$ cat src/rtl/pipeline_prefetch_pkg.sv
// -----------------------------------------------------------------------------
// pipeline_prefetch_pkg
// Shared definitions for the instruction-fetch front end: FSM state encoding,
// opcode field width, default HALT opcode and the fetch stride.
// -----------------------------------------------------------------------------
package pipeline_prefetch_pkg;

  // Front-end control states.
  typedef enum logic [1:0] {
    ST_IDLE   = 2'd0,
    ST_RUN    = 2'd1,
    ST_HALTED = 2'd2
  } state_t;

  // Opcode occupies the top OPCODE_W bits of an instruction word.
  localparam int OPCODE_W = 6;

  // Opcode that terminates the program.
  localparam logic [OPCODE_W-1:0] HALT_OP_DEFAULT = 6'h3F;

  // Byte stride between consecutive instruction words.
  localparam int PC_STEP = 4;

endpackage : pipeline_prefetch_pkg

$ cat src/rtl/pipeline_prefetch_fifo.sv
// -----------------------------------------------------------------------------
// pipeline_prefetch_fifo
// Synchronous FIFO used as the prefetch queue. Flush empties it in one edge
// and takes priority over push/pop. Simultaneous push and pop keep the count.
//
// Ports
//   clk      in   clock
//   reset    in   asynchronous active-high reset (control state only)
//   i_flush  in   drop all entries
//   i_push   in   write i_data at the tail
//   i_data   in   WIDTH-bit entry
//   i_pop    in   advance the head
//   o_data   out  head entry (valid when o_empty = 0)
//   o_count  out  number of stored entries (0..DEPTH)
//   o_full   out  count == DEPTH
//   o_empty  out  count == 0
// -----------------------------------------------------------------------------
module pipeline_prefetch_fifo #(
  parameter int WIDTH = 64,
  parameter int DEPTH = 4,
  localparam int AW = $clog2(DEPTH),
  localparam int CW = AW + 1
) (
  input  logic             clk,
  input  logic             reset,
  input  logic             i_flush,
  input  logic             i_push,
  input  logic [WIDTH-1:0] i_data,
  input  logic             i_pop,
  output logic [WIDTH-1:0] o_data,
  output logic [CW-1:0]    o_count,
  output logic             o_full,
  output logic             o_empty
);

  logic [WIDTH-1:0] r_mem [DEPTH];
  logic [AW-1:0]    r_wr_ptr;
  logic [AW-1:0]    r_rd_ptr;
  logic [CW-1:0]    r_count;

  // Pointers wrap naturally because DEPTH is a power of two.
  always_ff @(posedge clk or posedge reset) begin
    if (reset) begin
      r_wr_ptr <= '0;
      r_rd_ptr <= '0;
      r_count  <= '0;
    end else if (i_flush) begin
      r_wr_ptr <= '0;
      r_rd_ptr <= '0;
      r_count  <= '0;
    end else begin
      if (i_push) r_wr_ptr <= r_wr_ptr + 1'b1;
      if (i_pop)  r_rd_ptr <= r_rd_ptr + 1'b1;
      case ({i_push, i_pop})
        2'b10:   r_count <= r_count + 1'b1;
        2'b01:   r_count <= r_count - 1'b1;
        default: r_count <= r_count;
      endcase
    end
  end

  // Storage carries no reset; validity is tracked by the count alone.
  always_ff @(posedge clk) begin
    if (i_push && !i_flush) r_mem[r_wr_ptr] <= i_data;
  end

  assign o_data  = r_mem[r_rd_ptr];
  assign o_count = r_count;
  assign o_full  = (r_count == CW'(DEPTH));
  assign o_empty = (r_count == '0);

endmodule : pipeline_prefetch_fifo

$ cat src/rtl/pipeline_prefetch.sv
// -----------------------------------------------------------------------------
// pipeline_prefetch
// Instruction-fetch front end. Issues reads to a 1-cycle-latency instruction
// memory, buffers {instr, pc+4} in a DEPTH-entry queue and hands the head to
// decode over a valid/ready handshake. Handles start, redirect and HALT.
//
// Ports
//   clk            in   clock
//   reset          in   asynchronous active-high reset
//   start          in   load start_addr, flush, begin fetching
//   start_addr     in   program start address (low 2 bits ignored)
//   redirect       in   taken branch/jump from ID
//   redirect_addr  in   redirect target (low 2 bits ignored)
//   imem_rd_en     out  read request this cycle
//   imem_addr      out  request address
//   imem_rdata     in   data for the request issued one cycle earlier
//   id_valid       out  queue head valid
//   id_instr       out  queue head instruction
//   id_pc_plus4    out  queue head PC+4
//   id_ready       in   decode accepts head
//   halted         out  HALT fetched; fetching stopped
//   busy           out  fetching (RUN state)
// -----------------------------------------------------------------------------
module pipeline_prefetch
  import pipeline_prefetch_pkg::*;
#(
  parameter int                    ADDR_W   = 32,
  parameter int                    INSTR_W  = 32,
  parameter int                    DEPTH    = 4,
  parameter logic [ADDR_W-1:0]     RESET_PC = '0,
  parameter logic [OPCODE_W-1:0]   HALT_OP  = HALT_OP_DEFAULT
) (
  input  logic               clk,
  input  logic               reset,
  input  logic               start,
  input  logic [ADDR_W-1:0]  start_addr,
  input  logic               redirect,
  input  logic [ADDR_W-1:0]  redirect_addr,
  output logic               imem_rd_en,
  output logic [ADDR_W-1:0]  imem_addr,
  input  logic [INSTR_W-1:0] imem_rdata,
  output logic               id_valid,
  output logic [INSTR_W-1:0] id_instr,
  output logic [ADDR_W-1:0]  id_pc_plus4,
  input  logic               id_ready,
  output logic               halted,
  output logic               busy
);

  localparam int CW = $clog2(DEPTH) + 1;
  localparam int QW = INSTR_W + ADDR_W;

  state_t              r_state;
  logic [ADDR_W-1:0]   r_fetch_pc;
  logic [ADDR_W-1:0]   r_req_addr;
  logic                r_inflight;
  logic                r_drop;
  logic [INSTR_W-1:0]  r_hold_instr;
  logic [ADDR_W-1:0]   r_hold_pc4;

  logic                w_redir_ok;
  logic                w_flush;
  logic [ADDR_W-1:0]   w_new_pc;
  logic                w_resp;
  logic                w_halt_hit;
  logic [CW:0]         w_used;
  logic                w_issue;
  logic                w_push;
  logic                w_pop;
  logic [QW-1:0]       w_q_in;
  logic [QW-1:0]       w_q_out;
  logic [CW-1:0]       w_count;
  logic                w_full;
  logic                w_empty;

  // Redirect only has meaning once fetching has begun.
  assign w_redir_ok = redirect && (r_state != ST_IDLE);
  assign w_flush    = start || w_redir_ok;

  // start wins over redirect; targets are forced word aligned.
  assign w_new_pc = start ? (start_addr    & ~ADDR_W'(3))
                          : (redirect_addr & ~ADDR_W'(3));

  // A response is usable unless it was marked dropped or a flush lands now.
  assign w_resp     = r_inflight && !r_drop && !w_flush;
  assign w_halt_hit = w_resp && (r_state == ST_RUN) &&
                      (imem_rdata[INSTR_W-1 -: OPCODE_W] == HALT_OP);

  // Credit: queued entries plus the outstanding request must fit in the queue.
  assign w_used  = {1'b0, w_count} + {{CW{1'b0}}, r_inflight};
  assign w_issue = (r_state == ST_RUN) && !w_flush &&
                   (w_used < (CW+1)'(DEPTH));

  assign w_push = w_resp && !w_full;
  assign w_pop  = !w_empty && id_ready && !w_flush;
  assign w_q_in = {imem_rdata, r_req_addr + ADDR_W'(PC_STEP)};

  pipeline_prefetch_fifo #(
    .WIDTH (QW),
    .DEPTH (DEPTH)
  ) u_queue (
    .clk     (clk),
    .reset   (reset),
    .i_flush (w_flush),
    .i_push  (w_push),
    .i_data  (w_q_in),
    .i_pop   (w_pop),
    .o_data  (w_q_out),
    .o_count (w_count),
    .o_full  (w_full),
    .o_empty (w_empty)
  );

  // Control FSM, fetch PC and in-flight tracking.
  always_ff @(posedge clk or posedge reset) begin
    if (reset) begin
      r_state    <= ST_IDLE;
      r_fetch_pc <= RESET_PC;
      r_inflight <= 1'b0;
      r_drop     <= 1'b0;
    end else if (w_flush) begin
      // Nothing issues in a flush cycle, so no response follows it.
      r_state    <= ST_RUN;
      r_fetch_pc <= w_new_pc;
      r_inflight <= 1'b0;
      r_drop     <= 1'b0;
    end else begin
      r_inflight <= w_issue;
      // The request issued alongside the HALT response is past the program end.
      r_drop     <= w_issue && w_halt_hit;
      if (w_issue)    r_fetch_pc <= r_fetch_pc + ADDR_W'(PC_STEP);
      if (w_halt_hit) r_state    <= ST_HALTED;
    end
  end

  // Address of the outstanding request, used to form PC+4 on its response.
  always_ff @(posedge clk) begin
    if (w_issue) r_req_addr <= r_fetch_pc;
  end

  // Keep the last head visible while the queue is empty.
  always_ff @(posedge clk or posedge reset) begin
    if (reset) begin
      r_hold_instr <= '0;
      r_hold_pc4   <= '0;
    end else if (!w_empty) begin
      r_hold_instr <= w_q_out[QW-1 -: INSTR_W];
      r_hold_pc4   <= w_q_out[ADDR_W-1:0];
    end
  end

  assign imem_rd_en  = w_issue;
  assign imem_addr   = r_fetch_pc;
  assign id_valid    = !w_empty;
  assign id_instr    = w_empty ? r_hold_instr : w_q_out[QW-1 -: INSTR_W];
  assign id_pc_plus4 = w_empty ? r_hold_pc4   : w_q_out[ADDR_W-1:0];
  assign halted      = (r_state == ST_HALTED);
  assign busy        = (r_state == ST_RUN);

endmodule : pipeline_prefetch

$ cat config.mk
export PLATFORM = sky130hd
export DESIGN_NAME = pipeline_prefetch
export DESIGN_NICKNAME = d
export VERILOG_FILES = /design/src/rtl/pipeline_prefetch_pkg.sv /design/src/rtl/pipeline_prefetch_fifo.sv /design/src/rtl/pipeline_prefetch.sv
export SDC_FILE = /design/constraint.sdc
export NUM_CORES = 1
export LEC_CHECK = 0
export ABC_AREA = 1
export CAP_MARGIN = 0
export CELL_PAD_IN_SITES_DETAIL_PLACEMENT = 0
export CELL_PAD_IN_SITES_GLOBAL_PLACEMENT = 1
export CORE_ASPECT_RATIO = 0.6
export CORE_MARGIN = 5
export CORE_UTILIZATION = 47
export DETAILED_ROUTE_END_ITERATION = 6
export GPL_TIMING_DRIVEN = 0
export PLACE_DENSITY_LB_ADDON = 0.08
export SLEW_MARGIN = 20
export SYNTH_ARGS = -nofsm -noshare
export SYNTH_HDL_FRONTEND = slang
export SYNTH_SLANG_ARGS = --single-unit
$ cat constraint.sdc
create_clock -name clk -period 7.4 [get_ports clk]
set_input_delay 0.74 -clock clk [delete_from_list [all_inputs] [get_ports clk]]
set_output_delay 0.74 -clock clk [all_outputs]
set_load 0.03 [all_outputs]
## Word level (Yosys, flattened, before mapping)

Memory sizes are Yosys's and may differ from the RTL's.
Index checks and enable logic that the tools add are counted.

- Register bits after elaboration: 139
- Bits in latches: 0
- Bits in writable memories: 256
- ROM bits: 0
- Input port bits: 101
- Output and inout bits: 100
- Logic and storage cells: 66
- Memories: 1

- Add/subtract/negate cells: 7
- $mul: 0
- Div/mod/pow operators: 0
- $lt $le $gt $ge: 1
- Equal/unequal tests: 6
- Shifts and indexed selects: 0
- Mux-type cells: 17
- Bitwise logic cells: 0
- Reductions and logical operators: 24

Memories:

| name | words | bits a word | read ports | clocked after memory_dff | write ports | RTL line | text |
|---|---|---|---|---|---|---|---|
| u_queue.r_mem | 4 | 64 | 1 | 0 | 1 | pipeline_prefetch_fifo.sv:36 | `logic [WIDTH-1:0] r_mem [DEPTH];` |

Operator list:

| kind | number |
|---|---|
| $mux 32 | 5 |
| $add 32x3->32 const B | 2 |
| $logic_and 1x1->1 | 12 |
| $mux 2 | 6 |
| $reduce_bool 2->1 | 5 |
| $eq 6x6->1 const B | 1 |
| $pmux 3 s2 | 1 |
| $add 2x1->2 const B | 2 |
| $add 3x1->4 | 1 |
| $eq 2x1->1 const B | 2 |
| $eq 2x2->1 const B | 2 |
| $logic_not 1->1 | 4 |
| $lt 4x3->1 const B | 1 |
| $mux 1 | 4 |
| $add 3x1->3 const B | 1 |
| $eq 3x3->1 const B | 1 |
| $logic_not 3->1 | 1 |
| $mux 3 | 1 |
| $reduce_bool 3->1 | 1 |
| $sub 3x1->3 const B | 1 |
| $logic_or 1x1->1 | 1 |

## Depth between registers and ports, before layout

- Word-level depth: 9
- Mapped depth: 10
- Gate-level depth less buffers: 9

## Cells and area by module

Synthesis repeated with hierarchy kept, for this count alone.

- Cells, all modules: 1573
- Area total of the unflattened synthesis: 16731.0 um2

Modules (own cells, without submodules):

| module | instances | cells an instance | area an instance (um2) | seq. area each (um2) |
|---|---|---|---|---|
| pipeline_prefetch_fifo | 1 | 681 | 9928.3 | 7862.5 |
| pipeline_prefetch | 1 | 892 | 6802.8 | 3353.2 |

## Least setup slack after synthesis

No wires, ideal clock.

- Path type: in2reg
- Start point: input port start
- End point: memory u_queue.r_mem[0][10] (enable)
- Library setup time: 0.482 ns
- Arrival time: 3.977 ns
- Slack: 2.941 ns
- Stages on the path: 6
- Path through: inv_1 nand2_4 buf_6 nor3_4 nand2_2 nor2_1

- Cells in the longest elaborated chain, start to end: 7

RTL lines:

| element | RTL line | text |
|---|---|---|
| start, declared | pipeline_prefetch.sv:35 | `input logic start,` |
| $logic_or 1x1->1 (*) | pipeline_prefetch.sv:78 | `assign w_flush = start \|\| w_redir_ok;` |
| $logic_not 1->1 (*) | pipeline_prefetch_fifo.sv:64, pipeline_prefetch.sv:85 |  |
| $logic_and 1x1->1 | pipeline_prefetch.sv:85 | `assign w_resp = r_inflight && !r_drop && !w_flush;` |
| $logic_and 1x1->1 | pipeline_prefetch.sv:94 | `assign w_push = w_resp && !w_full;` |
| $logic_and 1x1->1 (*) | pipeline_prefetch_fifo.sv:64 | `if (i_push && !i_flush) r_mem[r_wr_ptr] <= i_data;` |
| $mux 1 (*) | pipeline_prefetch_fifo.sv:64 |  |
| $mux 1 (implied by the code) (*) | pipeline_prefetch_fifo.sv:64 |  |
| end, declared | pipeline_prefetch_fifo.sv:36 |  |

Mark *: on every way between the ends. The rest lies on a longest branch, timed or not.

## Final worst setup path

- Start point: register u_queue.r_rd_ptr[0]
- End point: output port id_pc_plus4[30]

- Cells in the longest elaborated chain, start to end: 2

RTL lines:

| element | RTL line | text |
|---|---|---|
| start, declared | pipeline_prefetch_fifo.sv:38 | `logic [AW-1:0] r_rd_ptr;` |
| start signal, assigned | pipeline_prefetch_fifo.sv:53 | `if (i_pop) r_rd_ptr <= r_rd_ptr + 1'b1;` |
| $mem_v2 4x64 | -- |  |
| $mux 32 | -- |  |
| end, declared | pipeline_prefetch.sv:44 | `output logic [ADDR_W-1:0] id_pc_plus4,` |

No other way between the ends.

==> results.py <==
metrics = {
    "worst_setup_path": {
        "worstRegToRegCells": 9,
        "reg2reg_from": "r_state[0]$_DFFE_PP0P_",
        "ff2ff_setup_slack_ns": 4.37,
        "startpoint": "u_queue.r_rd_ptr[0]$_DFFE_PP0P_",
        "critPathMaxFanout": 10,
        "cpPeakStageDelay_ns": 0.76,
        "cp.required_ns": 6.66,
        "setup.worst_path.end_class": "primary output",
        "critPathKind": "reg -> out",
        "cp.arrival_ns": 3.28,
        "crit_chain": "buf_2 > inv_2 > buf_2 > clkbuf_1 > o21ai_0 > a31oi_1 > clkdlybuf4s50_1",
        "crit_path_frequent_cell": "buf_2",
        "cp_slowest_cell": "clkdlybuf4s50_1",
        "critPathLaunchType": "register",
        "reg2reg_to": "u_queue.r_mem[2][17]$_DFFE_PP_",
    },
    "placement": {
        "place_area_um2": 19160,
        "pre_cts_ws_ns": 3.748,
        "place.gp.congestion": 0.8858,
        "portBuffers": 194,
        "dp_hpwl_mm": 32.03,
    },
    "logic_synthesis": {
        "synth_edf_count": 278,
        "netlist_area_um2": 16270,
        "seq_area_frac_synth_pct": 67.44,
        "syn_avg_cell_area_um2": 10.67,
        "syn_inst": 1525,
        "synth_area_leaders": "edfxtp_1 51%, dfrtp_1 16%, nor2_1 9.8%",
        "synth.distinct_cells": 44,
        "ys_ff_latch": 383,
        "synth_top_area_share_pct": 51.30,
        "netlist.top_cell.by_area": "edfxtp_1",
        "yosysWarnings": 0,
        "synthFlopType": "edfxtp_1",
        "synthArstFlopShare_pct": 27.42,
    },
    "final_layout": {
        "final_cell_mix": "422 x nor2_1, 278 x edfxtp_1, 194 x clkdlybuf4s50_1",
        "layout.nets": 1880,
        "layout_commonest_cell": "nor2_1",
        "diodes": 0,
        "fillers": 2818,
        "fin_area_um2": 20310,
        "layout-drive-gt1-share_pct": 7.008,
        "syn2layout_area_growth_pct": 24.81,
    },
    "sta": {
        "slew_headroom_pct": 43.36,
        "worst_slack_ns": 3.380,
        "hold_viol_final": 0,
        "fin_crit_ns": 4.020,
        "grt_setup_unrepaired": "false",
        "fin_tns_setup_ns": 0,
        "max_freq_ghz": 0.2488,
        "slew_violations": 0,
        "period_share_pct": 54.32,
        "fin_skew_ns": 0.01390,
        "worst_slew_pin_slew_ns": 0.8418,
        "setup_viol": 0,
    },
    "grt": {
        "antenna_found_initial": 0,
        "grt_start_max_net_pins": 64,
        "overflow": 0,
        "grt_first_pass_wirelength_mm": 68.63,
        "gr-usage-all-layers_pct": 22.75,
        "grt_pass1_vias": 11550,
    },
    "routing": {
        "vias": 11870,
        "drt-total-wl_mm": 44.51,
        "firstDrtPassIters": 5,
        "initialDrtViolationCount": 1122,
        "drc": 0,
        "vias_per_cell": 5.257,
        "antenna_left": 0,
        "wl_per_cell_um": 19.72,
    },
    "floorplan": {
        "io_pins": 201,
        "die_x_um": 250.2,
        "die_area_um2": 38570,
        "die_h_um": 154.1,
        "rows": 52,
        "start_util_pct": 47.92,
        "core_um2": 33960,
    },
    "cts": {
        "cts_hold_buf": 0,
        "clkSinkCount": 383,
        "cts-resized-gates": 0,
        "post_cts_buffers": 0,
        "root_buffer": "clkbuf_16",
        "clk_latency_ns": 0.53,
        "cts_buffer_depth": 3,
        "cts_max_level": 2,
        "cts-buffers-inserted": 36,
        "clk_pin_slew_ns": 0.06,
        "cts_tree": "yes",
    },
    "power_and_ir_drop": {
        "p_leak_nw": 7.500,
        "power_mw": 5.421,
        "peakVddDrop_v": 0.0001540,
        "p_clk_share_pct": 34.0,
        "seqPwrFrac_pct": 47.2,
        "p_per_area_nw_per_um2": 266.9,
        "p_int_mw": 3.922,
        "combinationalPowerShare_pct": 18.7,
        "switching_share_pct": 27.66,
        "net-switching-power_mw": 1.499,
    },
    "flow_run": {
        "drv_cap": 0,
    },
    "run_status": {
        "status": "complete, no violations",
    },
    "worst_hold_path": {
        "hold_path_class": "reg -> reg",
        "whs_path_depth": 2,
        "hp-start": "r_hold_pc4[0]$_DFF_PP0_",
        "whs_endpoint": "r_hold_pc4[0]$_DFF_PP0_",
    },
}
[metrics by stage]
stage	instances	hold WS, ns	util, %
2_1_floorplan	1526	0.5676	-
3_3_place_gp	2179	0.4741	55.34
3_5_place_dp	2192	0.4798	56.41
4_1_cts	2257	0.4899	59.81
5_1_grt	2257	0.5085	59.81
6_report	2257	0.4882	59.81
[cell type report]
type | count | area (µm²) | share of cell area (%)
buffer | 73 | 344.1 | 1.694
clock buffer | 47 | 952.2 | 4.688
clock inverter | 18 | 202.7 | 0.9979
inverter | 67 | 261.5 | 1.287
multi-input combinational | 1003 | 4732 | 23.30
sequential | 383 | 10980 | 54.03
tap | 459 | 574.3 | 2.827
timing repair buffer | 207 | 2270 | 11.17
[kinds of logic after synthesis]
| kind of cell | after synthesis | share of synthesized area (%) |
|---|---|---|
| AO/OA/AOI/OAI | 263 | 8.795 |
| XOR/XNOR | 41 | 2.206 |
| adder cells (fa/ha/maj) | 8 | 0.6612 |
| buffers and inverters | 140 | 3.690 |
| flip-flops | 383 | 67.44 |
| multiplexers | 2 | 0.1230 |
| other | 1 | 0.02304 |
| AND/OR/NAND/NOR | 687 | 17.06 |
[worst max-delay path, delay by kind of cell (launching register included)]
family                 cells  cell delay, ns
buffers and inverters      5            1.84
AO/OA/AOI/OAI              2            0.55
flip-flops                 1            0.35
[worst max-delay path by stage]
stage | endpoint | slack (ns) | depth (start not counted)
floorplan | u_queue.r_mem[0][10]$_DFFE_PP_ | 2.94 | 6
global placement | u_queue.r_mem[1][38]$_DFFE_PP_ | 0.03 | 7
detailed placement | imem_rd_en | 3.75 | 5
CTS | id_pc_plus4[30] | 3.39 | 7
global route | id_pc_plus4[23] | 3.20 | 7
finish | id_pc_plus4[30] | 3.38 | 7
[layer usage]
layer / GRT usage (%) / share of wire [%]
met3: 4.626 / 8.0
met1: 37.21 / 50
met5: 0 / 0
met2: 31.83 / 41
met4: 3.687 / 1.2
[power by group through the flow]
stage | logic, mW | clock network [mW] | registers, mW
floorplan | 0.524 | 0 | 2.62
global placement | 1.01 | 0 | 2.60
detailed placement | 1.02 | 0 | 2.60
CTS | 1.02 | 1.88 | 2.56
global route | 1.08 | 1.98 | 2.58
finish | 1.02 | 1.85 | 2.56
[Yosys cell counts (8+ instances only)]
master      n
a31oi_1    62
clkbuf_1   41
nor2_2      8
xor2_1     30
o21ai_0   144
nor2_1    426
a21oi_1    40
nor3_1     13
nand3_1    40
xnor2_1    11
nand2_1   178
inv_1      58
dfrtp_1   105
buf_2      17
edfxtp_1  278
[registers in the layout, summed over array words and instances, names as in the netlist, 2 cells and up]
name	cells
u_queue.r_mem	248
r_hold_instr	32
u_queue.r_wr_ptr	2
imem_addr	30
r_req_addr	30
u_queue.r_rd_ptr	2
r_state	2
r_hold_pc4	32
u_queue.o_count	3
No activity file was read; power rests on OpenSTA's default activity.
